==> config.mk <==
export PLATFORM = sky130hd
export DESIGN_NAME = rf_write_scheduler
export DESIGN_NICKNAME = d
export VERILOG_FILES = /design/src/rtl/rf_ctrl_pkg.sv /design/src/rtl/rr_arbiter2.sv /design/src/rtl/rf_write_scheduler.sv
export SDC_FILE = /design/constraint.sdc
export NUM_CORES = 1
export LEC_CHECK = 0
export ABC_AREA = 1
export BUFFER_PORTS_ARGS = -buffer_cell sky130_fd_sc_hd__clkbuf_2
export CAP_MARGIN = 10
export CORE_ASPECT_RATIO = 2
export CORE_MARGIN = 2
export CORE_UTILIZATION = 41
export CTS_CLUSTER_DIAMETER = 100
export DETAILED_ROUTE_END_ITERATION = 6
export PLACE_DENSITY = 0.76
export SYNTH_ARGS = -nofsm -noshare
export SYNTH_HDL_FRONTEND = slang
export SYNTH_SLANG_ARGS = --single-unit
==> constraint.sdc <==
create_clock -name clk -period 1.3 [get_ports clk]
set_input_delay 0.325 -clock clk [delete_from_list [all_inputs] [get_ports clk]]
set_output_delay 0.325 -clock clk [all_outputs]
set_load 0.01 [all_outputs]
==> src/rtl/rf_ctrl_pkg.sv <==
// Shared constants and FSM encoding for the register-file write scheduler.
// Widths here are the defaults; the top re-derives sizes from its own parameters.
package rf_ctrl_pkg;

  localparam int N       = 4;
  localparam int M       = 32;
  localparam int NREG    = 2 ** N;
  localparam int R15_IDX = NREG - 1;

  typedef enum logic [1:0] {
    IDLE = 2'd0,
    WR0  = 2'd1,
    WR1  = 2'd2
  } state_e;

endpackage

==> src/rtl/rr_arbiter2.sv <==
// Two-requester round-robin arbiter: combinational grant, registered priority pointer.
// The pointer always moves to the requester that lost (or was not served) by the last grant.
module rr_arbiter2 (
  input  logic clk,
  input  logic rst_n,
  input  logic valid0,
  input  logic valid1,
  input  logic hold,
  output logic grant0,
  output logic grant1
);

  logic prio_q;

  // NOTE: every output of a combinational block gets a default first, so no path can infer a latch.
  always_comb begin
    grant0 = 1'b0;
    grant1 = 1'b0;
    if (rst_n && !hold) begin
      if (valid0 && (!valid1 || !prio_q)) grant0 = 1'b1;
      else if (valid1)                    grant1 = 1'b1;
    end
  end

  // NOTE: sequential state is updated with non-blocking assignments only, so all flops sample together.
  always_ff @(posedge clk or negedge rst_n) begin
    if (!rst_n)      prio_q <= 1'b0;
    else if (grant0) prio_q <= 1'b1;
    else if (grant1) prio_q <= 1'b0;
  end

endmodule

==> src/rtl/rf_write_scheduler.sv <==
// Arbitrates two write requesters onto one register-file write port and keeps a busy
// scoreboard of reserved destination registers; the top register (PC) is never reserved.
module rf_write_scheduler #(
  parameter int N = rf_ctrl_pkg::N,
  parameter int M = rf_ctrl_pkg::M
) (
  input  logic              clk,
  input  logic              reset,
  input  logic              req0_valid,
  input  logic [N-1:0]      req0_addr,
  input  logic [M-1:0]      req0_data,
  output logic              req0_ready,
  input  logic              req1_valid,
  input  logic [N-1:0]      req1_addr,
  input  logic [M-1:0]      req1_data,
  output logic              req1_ready,
  input  logic              hold,
  input  logic              rsv_valid,
  input  logic [N-1:0]      rsv_addr,
  input  logic [N-1:0]      q_addr1,
  input  logic [N-1:0]      q_addr2,
  output logic              q_busy1,
  output logic              q_busy2,
  output logic [2**N-1:0]   busy_vec,
  output logic              WE3,
  output logic [N-1:0]      A3,
  output logic [M-1:0]      WD3
);

  localparam int NREG   = 2 ** N;
  localparam int PC_IDX = NREG - 1;

  logic                grant0, grant1, grant_any;
  logic [N-1:0]        gnt_addr;
  logic [NREG-1:0]     busy_q, busy_d;
  logic [N-1:0]        a3_q;
  logic [M-1:0]        wd3_q;
  rf_ctrl_pkg::state_e state_q;

  rr_arbiter2 u_arb (
    .clk    (clk),
    .rst_n  (reset),
    .valid0 (req0_valid),
    .valid1 (req1_valid),
    .hold   (hold),
    .grant0 (grant0),
    .grant1 (grant1)
  );

  assign req0_ready = grant0;
  assign req1_ready = grant1;
  assign grant_any  = grant0 | grant1;
  assign gnt_addr   = grant1 ? req1_addr : req0_addr;

  // Clear on write, then set on reservation so a same-cycle reservation wins.
  always_comb begin
    busy_d = busy_q;
    if (grant_any) busy_d[gnt_addr] = 1'b0;
    if (rsv_valid) busy_d[rsv_addr] = 1'b1;
    busy_d[PC_IDX] = 1'b0;
  end

  // NOTE: the scoreboard is a plain flop vector, so it is cleared by reset like any other state.
  always_ff @(posedge clk or negedge reset) begin
    if (!reset) busy_q <= '0;
    else        busy_q <= busy_d;
  end

  always_ff @(posedge clk or negedge reset) begin
    if (!reset) begin
      state_q <= rf_ctrl_pkg::IDLE;
      a3_q    <= '0;
      wd3_q   <= '0;
    end else if (grant0) begin
      state_q <= rf_ctrl_pkg::WR0;
      a3_q    <= req0_addr;
      wd3_q   <= req0_data;
    end else if (grant1) begin
      state_q <= rf_ctrl_pkg::WR1;
      a3_q    <= req1_addr;
      wd3_q   <= req1_data;
    end else begin
      state_q <= rf_ctrl_pkg::IDLE;
    end
  end

  assign WE3      = (state_q != rf_ctrl_pkg::IDLE);
  assign A3       = a3_q;
  assign WD3      = wd3_q;
  assign busy_vec = busy_q;
  assign q_busy1  = busy_q[q_addr1];
  assign q_busy2  = busy_q[q_addr2];

endmodule

==> metrics.txt, run 1 <==
min Tclk post-route=approximately 1.7 ns; Initial Util=42.0%; Yosys cell types=29; Max-slew headroom=59.3%; post-synthesis compound-gate area fraction=18.8%; clock root buffer=clkbuf_16; Synth Area in Adders=0%; drc violations=0; H-tree levels=2; syn_nets=466; Post-Syn Instances=376; Die Y=123 um; gr usage total=31.2%; CP arrival=1.34 ns; Max stage delay on crit path=0.41 ns; Final Cycle Share=128%; Yosys reg bits=54; Hold Buf Count CTS=0; CP startpoint kind=register; top cell type's share of synthesized area=a little under half; ANT nets after route=0; number of synthesized flops with an enable pin=0; Num CTS Buffers=5; largest family of logic cells by synthesized area=simple AND/OR/NAND/NOR gates; CP bufs+invs=1; clk slew on worst S/H paths=roughly 0.090 ns; Setup WS post-layout=-0.364 ns; Clock Tree Buf Depth=2; VDD IR max=894 uV; Final Util=81.8%; core region area=6890 sq um; Post-synth ARST share=100%; largest cells by area after synthesis=dfrtp_1, nand2_1, o21ai_0; final setup vio count=59; DRT Pass-1 Iters=5; worst min path class=in2async; slowest cell on the critical path=dfrtp_1; skew final=about 0.016 ns; CTS tree=built; nets=slightly below 700; CP delay by family, top=flip-flops; drt initial violations=275; Synth Area per Inst=about 7.7 sq um; RSZ-0062 raised after global routing=yes; Area Growth Syn to Fin=94.8%; area leader, netlist=dfrtp_1; IO Count=147; clk_lat worst skew=0.32 ns; flop2flop setup slack=-0.35 ns; PD cells=1230 nW/um^2; drt wl/cell=22.0 um; r2r worst-path depth=10; Die Area=roughly 7800 sq um; FF-to-FF Start=u_arb.prio_q; chip width=63.4 um; synth warn=0; Cell Chain, Critical Path=o21ai_1 -> o221ai_1 -> nand3_1 -> nand2_1 -> clkbuf_2; Levels on crit path=5; Seq/Total Area, Yosys=46.7%; Placer Congestion=a little under 0.9; Post-Route WL=about 15,000 um; failing checks=negative setup slack; antenna violations before repair=1; f_max=601 MHz; layout cells sized above 1=65.1%; Sink Count=between 50 and 60; Crit Path Max Fanout=4; Final Hold Fails=0; Vias=3,999; PortBufs=approximately 150; post-synthesis mux area share=0.389%; Simple-Gate Fraction of Synth Area=between 20% and 30%; Max-Cap Viols=0; grt ovf=0; CP Class=reg2out; status=complete, but fails checks; element type at the critical path end=output port; Crit Reg-Reg Endpoint=WD3[27]; vias in the first global route=roughly 3,800; largest net degree at the start of global routing=39; first-pass GRT wire length=18,400 um; Final Max Slew Viols=0; Worst-Margin Slew=0.605 ns; drt via density=5.88; synthesized-area fraction occupied by xor and xnor cells=0%; Min Hold Slack=0.0355 ns; P_leak=2.65 nW; HPWL Detailed=7290 um; Synth Cell Area=~2900 sq um; worst endpoint required time=0.98 ns; prevailing post-synth register cell=dfrtp_1; number of cell rows=43
power by group:
| part | internal [mW] | switching (mW) |
|---|---|---|
| logic | 1.37 | 1.43 |
| registers | 2.09 | 0.474 |
| clock network | 0.913 | 0.676 |
| total | 4.37 | 2.58 |
cells in the mapped netlist (3+ instances only):
library cell  number
inv_1             25
a31o_1             3
o21ai_0           45
a21oi_1           32
clkbuf_1           4
o221ai_1           4
buf_6              5
o21ai_1           11
nor2_1            55
buf_2              4
nand2_2            4
nand3_1           22
o211ai_1           4
nand2_1           86
dfrtp_1           54
per-stage QoR:
step	instance area, sq um	power, mW	instances	worst slack [ns]	TNS, ns
after floorplan	2910	3.19	376	-0.0537	-0.134
after global placement	3940	4.09	631	-0.258	-9.02
after detailed placement	3940	4.15	631	-0.282	-10.88
after CTS	4940	6.15	662	-0.322	-10.94
after global routing	5630	7.21	680	-0.463	-17.53
final	5630	6.95	680	-0.364	-15.21
how the worst max path moves through the flow:
stage | start | end | slack [ns]
3_3_place_gp | reset | busy_vec[8] | -0.26
2_1_floorplan | u_arb.prio_q | req1_ready | -0.05
5_1_grt | busy_vec[2] | q_busy2 | -0.46
4_1_cts | busy_vec[10] | q_busy1 | -0.32
6_report | busy_vec[2] | q_busy1 | -0.36
3_5_place_dp | reset | busy_vec[8] | -0.28
metal layers:
layer,track usage [%],vias to the layer above,part of all wire [%]
li1,-,1683,-
met2,58.8,299,52
met1,28.9,1878,29
met4,22.7,0,12
met5,0,-,0
met3,6.14,139,7.3
cells by family after synthesis:
| logic type | count (synthesis) |
|---|---|
| buffers and inverters | 42 |
| AOI/OAI and AO/OA | 101 |
| muxes | 1 |
| other | 1 |
| and+or+nand+nor | 177 |
| DFF | 54 |
registers in the layout (all words and copies together) (netlist names):
signal	flops
u_arb.prio_q	1
busy_vec	15
WD3	32
state_q	2
A3	4
what timing repair did:
| item | in CTS | in global routing |
|---|---|---|
| resized for setup | 143 | 177 |
| endpoints found under the setup margin | 56 | 66 |
| endpoints found under the hold margin | 0 | 0 |
| cloned | 7 | 2 |
| pin swaps | 38 | 43 |
| setup buffers | 16 | 22 |
cell type report:
type	instances	area, sq um
Sequential cell	54	1360
Timing Repair Buffer	219	1680
Clock buffer	6	129
Inverter	27	131
Multi-Input combinational cell	280	2180
Tap cell	90	113
Clock inverter	2	37.5
Antenna cell	2	5.00
Fill cell	384	1250
placed cells by master, fill, tap and decap left out, types with 10 or more instances in the layout:
master and count:
o21ai_1 12, nand2_2 10, clkbuf_2 136, nor2_1 18
buf_6 26, dfrtp_1 51, nor2_4 35, buf_12 13
nand2_4 12, buf_4 32, inv_1 23, o21ai_2 32
nand2_1 61, nand3_1 13, a21oi_2 31
Power figures use the tool's default switching activity.
==> inputs of run 2 (changes only) <==
--- a/config.mk
+++ b/config.mk
@@ -10,10 +10,10 @@
 export CAP_MARGIN = 10
 export CORE_ASPECT_RATIO = 2
 export CORE_MARGIN = 2
-export CORE_UTILIZATION = 41
+export CORE_UTILIZATION = 40
 export CTS_CLUSTER_DIAMETER = 100
 export DETAILED_ROUTE_END_ITERATION = 6
-export PLACE_DENSITY = 0.76
+export PLACE_DENSITY = 0.75
 export SYNTH_ARGS = -nofsm -noshare
 export SYNTH_HDL_FRONTEND = slang
 export SYNTH_SLANG_ARGS = --single-unit
==> metrics.txt, run 2 (same netlist as run 1, synthesis figures left out) <==
first-pass GRT wire length=18,300 um (was 18,400 um); DRT Pass-1 Iters=5 (unchanged); FF-to-FF Start=u_arb.prio_q (unchanged); post-route cell area=5600 sq um (was 5630 sq um); Area Growth Syn to Fin=93.8% (was 94.8%); Final Cycle Share=129% (was 128%); Hold Buf Count CTS=0 (unchanged); drt wl/cell=21.8 um (was 22.0 um); HPWL Detailed=7360 um (was 7290 um); Final Max Slew Viols=0 (unchanged); Placed Area=3930 sq um (was 3940 sq um); CP arrival=1.35 ns (was 1.34 ns); Post-Route Setup TNS=-14.39 ns (was -15.21 ns); Sink Count=54 (unchanged); f_max=596 MHz (was 601 MHz); largest net degree at the start of global routing=34 (was 39); clk_lat worst skew=0.30 ns (was 0.32 ns); CTS tree=built (unchanged); Die Area=7970 sq um (was 7780 sq um); Seq. cell area=1350 sq um (was 1360 sq um); Placer Congestion=0.880 (was 0.873); final setup vio count=60 (was 59); fillcell total=385 (was 384); grt ovf=0 (unchanged); IO Count=147 (unchanged); most common cell after layout, fill and taps aside=clkbuf_2 (unchanged); CP startpoint kind=register (unchanged); drt initial violations=196 (was 275); element type at the critical path end=output port (unchanged); min Tclk post-route=1.68 ns (was 1.66 ns); drc violations=0 (unchanged); skew final=0.00587 ns (was 0.0163 ns); clock root buffer=clkbuf_16 (unchanged); status=complete, but fails checks (unchanged); failing checks=negative setup slack (unchanged); Max-slew headroom=48.8% (was 59.3%); Worst-Margin Slew=0.762 ns (was 0.605 ns); PD cells=1220 nW/um^2 (was 1230 nW/um^2); H-tree levels=2 (unchanged); antenna violations before repair=0 (was 1); drt via density=5.88 (about the same); clk slew on worst S/H paths=0.07 ns (was 0.09 ns); ANT nets after route=0 (unchanged); Initial Util=41.3% (was 42.0%); worst min path class=in2async (unchanged); Final Hold Fails=0 (unchanged); Setup WS post-layout=-0.377 ns (was -0.364 ns); RSZ-0062 raised after global routing=yes (unchanged); layout cells sized above 1=61.7% (was 65.1%); n_diodes=0 (was 2); number of cell rows=43 (unchanged); CP Class=reg2out (unchanged); Crit Path Max Fanout=3 (was 4); Clock Tree Buf Depth=2 (unchanged); multi-input logic area=2220 sq um (was 2180 sq um); Min Hold Slack=0.100 ns (was 0.0355 ns); commonest cells after routing, fill and taps aside=clkbuf_2, nand2_1, dfrtp_1 (unchanged); gr usage total=29.6% (was 31.2%); dpl ws=-0.305 ns (was -0.282 ns); P_leak=2.63 nW (was 2.65 nW); nets=666 (was 677); PortBufs=145 (unchanged); VDD IR max=1090 uV (was 894 uV); Die Y=124 um (was 123 um); vias in the first global route=3,845 (was 3,796); Vias=3,924 (was 3,999); Num CTS Buffers=5 (unchanged); core region area=6990 sq um (was 6890 sq um); chip width=64.1 um (was 63.4 um); final total power=6.84 mW (was 6.95 mW); crit path from=u_arb.prio_q (was busy_vec[2]); Post-Route WL=14,500 um (was 15,000 um); worst endpoint required time=0.98 ns (about the same); Max-Cap Viols=0 (unchanged); Largest register FFs=32 (unchanged)
-- run 2: cell types whose count changed in the layout (fill, tap and decap cells not counted), moves of 4 or more --
cell / change
nor2_4: -12
buf_4: -7
a21oi_1: +12
o21ai_0: -6
o21ai_4: +12
nand2_8: +4
a21oi_2: -12
buf_8: -4
nor2_2: +8
nand2_2: -7
nor2_1: +4
o21ai_2: -6
clkbuf_16: +4
-- run 2: metrics by stage --
stage / utilization (%) / cells
after global routing: 80.1 / 667
after global placement: 56.2 / 629
after detailed placement: 56.2 / 629
after CTS: 69.6 / 660
final: 80.1 / 667
after floorplan: - / 376
-- run 2: worst max-delay path, stage by stage (launching register included) --
cell and delay, ns:
dfrtp_1 0.38, nand2_2 0.09, nand2_4 0.14, nand3_4 0.13, buf_6 0.16, inv_4 0.05
buf_6 0.09
-- run 2: layer usage --
metal | track usage [%] | part of all wire [%] | vias to the layer above
met5 | 0 | 0 | -
met3 | 3.89 | 7.1 | 105
li1 | - | - | 1646
met1 | 29.0 | 30 | 1874
met4 | 20.0 | 8.8 | 0
met2 | 55.0 | 54 | 299
-- run 2: cell type report --
| type | instances | share of cell area (%) |
|---|---|---|
| clock inverters | 3 | 0.782 |
| flip-flops and latches | 54 | 24.1 |
| inverters | 27 | 2.34 |
| well taps | 90 | 2.01 |
| repair buffers | 208 | 28.9 |
| multi-input cells | 280 | 39.6 |
| clock buffers | 5 | 2.23 |
-- run 2: path summary, 6_finish.rpt --
path	cells past startpoint	slack, ns	to
max	6	-0.38	req1_ready
min	2	0.1	WD3[30]
max reg2reg	10	-0.35	busy_vec[2]
min reg2reg	1	0.52	A3[0]
max in group asynchronous	2	0.83	WD3[19]
min in group clk	3	0.25	WD3[9]
-- run 2: repair_timing --
item                                   in CTS  in global routing
setup endpoints to repair                  56                 66
cloned                                      6                  5
endpoints found under the hold margin       0                  0
setup buffers                              17                 12
gates resized for setup                   150                175
pin swaps                                  28                 43
-- run 2: where the power goes --
group	internal [mW]	total [mW]	switching (mW)
logic	1.32	2.75	1.42
clock network	0.915	1.58	0.668
registers	2.08	2.51	0.427
total	4.32	6.84	2.52
==> inputs of run 3 (changes only) <==
--- a/config.mk
+++ b/config.mk
@@ -16,4 +16,5 @@
 export PLACE_DENSITY = 0.75
 export SYNTH_ARGS = -nofsm -noshare
 export SYNTH_HDL_FRONTEND = slang
+export SYNTH_HIERARCHICAL = 1
 export SYNTH_SLANG_ARGS = --single-unit
==> constraint.sdc (replaced) <==
create_clock -name clk -period 1.3 [get_ports clk]
set_input_delay 0.325 -clock clk [delete_from_list [all_inputs] [get_ports clk]]
set_output_delay 0.325 -clock clk [all_outputs]
set_load 0.02 [all_outputs]
==> metrics.txt, run 3 <==
status=complete, but fails checks (unchanged); failing checks=negative setup slack (unchanged); switch share=37.6% (was 36.8%); core region area=6890 sq um (was 6990 sq um); drc violations=0 (unchanged); worst min path class=in2async (unchanged); clk_lat worst skew=0.30 ns (about the same); H-tree levels=2 (unchanged); Setup WS post-layout=-0.326 ns (was -0.377 ns); Final Cycle Share=125% (was 129%); number of synthesized flops with an enable pin=0 (unchanged); IO Count=147 (unchanged); Post-Layout Cell Count=671 (was 667); Crit Path Max Fanout=5 (was 3); fillcell total=545 (was 385); Cell Chain, Critical Path=nand2_2 -> a21oi_4 -> buf_6 -> buf_12 -> nand2_4 -> nand2_8 -> nand3_4 -> o21ai_2 -> nand2_1 (was nand2_2 -> nand2_4 -> nand3_4 -> buf_6 -> inv_4 -> buf_6); Largest register FFs=32 (unchanged); DP Cell Count=644 (was 629); Max-slew headroom=58.4% (was 48.8%); gr usage total=27.9% (was 29.6%); CP arrival=1.81 ns (was 1.35 ns); multi-input logic area=1860 sq um (was 2220 sq um); VDD IR max=994 uV (was 1090 uV); P_leak=2.71 nW (was 2.63 nW); Pint=4.11 mW (was 4.32 mW); Clock Tree Buf Depth=2 (unchanged); Synth Area per Inst=7.08 sq um (was 7.69 sq um); most common cell after layout, fill and taps aside=nand2_1 (was clkbuf_2); top cell type's share of synthesized area=48.1% (was 46.7%); Max-Cap Viols=0 (unchanged); Post-synth top cells=nand2_1, nand3_1, dfrtp_1 (was nand2_1, nor2_1, dfrtp_1); Yosys reg bits=54 (unchanged); Placed Area=3880 sq um (was 3930 sq um); Sink Count=54 (unchanged); Initial Util=40.8% (was 41.3%); Post-synth ARST share=100% (unchanged); element type at the critical path end=register (was output port); FF-to-FF Start=u_arb/prio_q (was u_arb.prio_q); Final Util=73.1% (was 80.1%); largest cells by area after synthesis=dfrtp_1, nand2_1, nand3_1 (was dfrtp_1, nand2_1, o21ai_0); drt initial violations=122 (was 196); clock root buffer=clkbuf_16 (unchanged); Worst-Margin Slew=0.624 ns (was 0.762 ns); vias in the first global route=3,600 (was 3,845); Hold Buf Count CTS=0 (unchanged); PortBufs=145 (unchanged); Placer Congestion=0.965 (was 0.880); Clk pwr share=23.5% (was 23.1%); Max stage delay on crit path=0.38 ns (about the same); syn_nets=487 (was 466); f_max=615 MHz (was 596 MHz); Die Y=123 um (was 124 um); synth warn=6 (was 0); area leader, netlist=dfrtp_1 (unchanged); first-pass GRT wire length=16,600 um (was 18,300 um); grt ovf=0 (unchanged); r2r worst-path depth=9 (was 10); Flop pwr share=35.2% (was 36.7%); Seq/Total Area, Yosys=48.1% (was 46.7%); prevailing post-synth register cell=dfrtp_1 (unchanged); number of cell rows=43 (unchanged); CTS tree=built (unchanged); Synth Cell Area=2810 sq um (was 2890 sq um); clk slew on worst S/H paths=0.07 ns (about the same); final total power=6.59 mW (was 6.84 mW); drt wl/cell=16.8 um (was 21.8 um); Seq. cell area=1350 sq um (about the same); Crit Reg-Reg Endpoint=busy_vec[14] (was busy_vec[2]); nets=670 (was 666); Post-Route WL=11,300 um (was 14,500 um); CP startpoint kind=register (unchanged); RSZ-0062 raised after global routing=yes (unchanged); post-route cell area=5040 sq um (was 5600 sq um); drt via density=5.15 (was 5.88); count leader, synth=nand2_1 (unchanged); Area Growth Syn to Fin=79.3% (was 93.8%); antenna violations before repair=0 (unchanged); DRT Pass-1 Iters=4 (was 5); flop2flop setup slack=-0.33 ns (was -0.35 ns); CP Class=reg2reg (was reg2out); Final Max Slew Viols=0 (unchanged); P_sw=2.47 mW (was 2.52 mW); dpl ws=-0.389 ns (was -0.305 ns); Vias=3,457 (was 3,924); layout cells sized above 1=55.2% (was 61.7%); PD cells=1310 nW/um^2 (was 1220 nW/um^2); Num CTS Buffers=5 (unchanged); HPWL Detailed=7030 um (was 7360 um); min Tclk post-route=1.63 ns (was 1.68 ns); worst endpoint required time=1.49 ns (was 0.98 ns); skew final=0.00474 ns (was 0.00587 ns); chip width=63.3 um (was 64.1 um); Final Hold Fails=0 (unchanged); commonest cells after routing, fill and taps aside=nand2_1, clkbuf_2, dfrtp_1 (was clkbuf_2, nand2_1, dfrtp_1); Yosys cell types=20 (was 29); ANT nets after route=0 (unchanged); Post-Syn Instances=397 (was 376); combinational power share=41.3% (was 40.2%); largest net degree at the start of global routing=50 (was 34); n_diodes=0 (unchanged); final setup vio count=64 (was 60); slowest cell on the critical path=dfrtp_1 (unchanged); Die Area=7750 sq um (was 7970 sq um)
run 3: cell families (layout without fill, tap and decap cells):
family          Yosys count  after routing  share of synthesized area (%)
other cells               1              1                          0.133
simple gates            267            267                           39.6
buf+inv                  53            237                           7.93
compound gates           22             22                           4.27
flops                    54             54                           48.1
run 3: power groups by stage:
| stage | Combinational [mW] | Sequential [mW] | Clock (mW) |
|---|---|---|---|
| 2_1_floorplan | 0.671 | 2.74 | 0 |
| 4_1_cts | 2.40 | 2.29 | 1.56 |
| 5_1_grt | 2.91 | 2.35 | 1.62 |
| 3_5_place_dp | 2.07 | 2.30 | 0 |
| 3_3_place_gp | 2.03 | 2.29 | 0 |
| 6_report | 2.72 | 2.32 | 1.55 |
run 3: how the worst max path moves through the flow:
| stage | endpoint | startpoint | slack, ns | cells past startpoint |
|---|---|---|---|---|
| global route | busy_vec[11] | u_arb/prio_q | -0.38 | 9 |
| detailed placement | busy_vec[10] | hold | -0.39 | 10 |
| floorplan | WD3[0] | hold | -0.17 | 10 |
| CTS | req0_ready | u_arb/prio_q | -0.29 | 5 |
| global placement | A3[2] | hold | -0.36 | 9 |
| finish | busy_vec[14] | u_arb/prio_q | -0.33 | 9 |
run 3: final cells by class:
type / instances / share of cell area, %
Tap cell: 90 / 2.24
Clock inverter: 2 / 0.745
Inverter: 37 / 3.55
Clock buffer: 6 / 2.56
Timing Repair Buffer: 192 / 27.1
Sequential cell: 54 / 26.9
Multi-Input combinational cell: 290 / 37.0
run 3: worst max-delay path: cells and delay by family (launching register included):
family / cells / cell delay (ns)
compound gates: 2 / 0.36
simple gates: 5 / 0.47
flops: 1 / 0.38
buf+inv: 2 / 0.30
run 3: layer usage:
metal	global-route usage [%]	vias to the layer above	wire, um
met4	20.8	0	651
li1	-	1614	-
met1	25.3	1619	3530
met5	0	-	0
met3	5.77	47	659
met2	52.9	177	6440
run 3: through the flow:
stage	hold WS, ns	setup TNS, ns
after floorplan	0.0294	-6.66
after global placement	0.299	-14.24
after detailed placement	0.324	-16.17
after CTS	0.00389	-13.57
after global routing	0.00607	-18.37
final	0.0139	-14.41
run 3: what timing repair did:
action,in CTS,in global routing
gates cloned,3,2
hold endpoints to repair,0,0
resized for setup,125,98
endpoints found under the setup margin,57,71
pin swaps,36,28
setup buffers,14,10
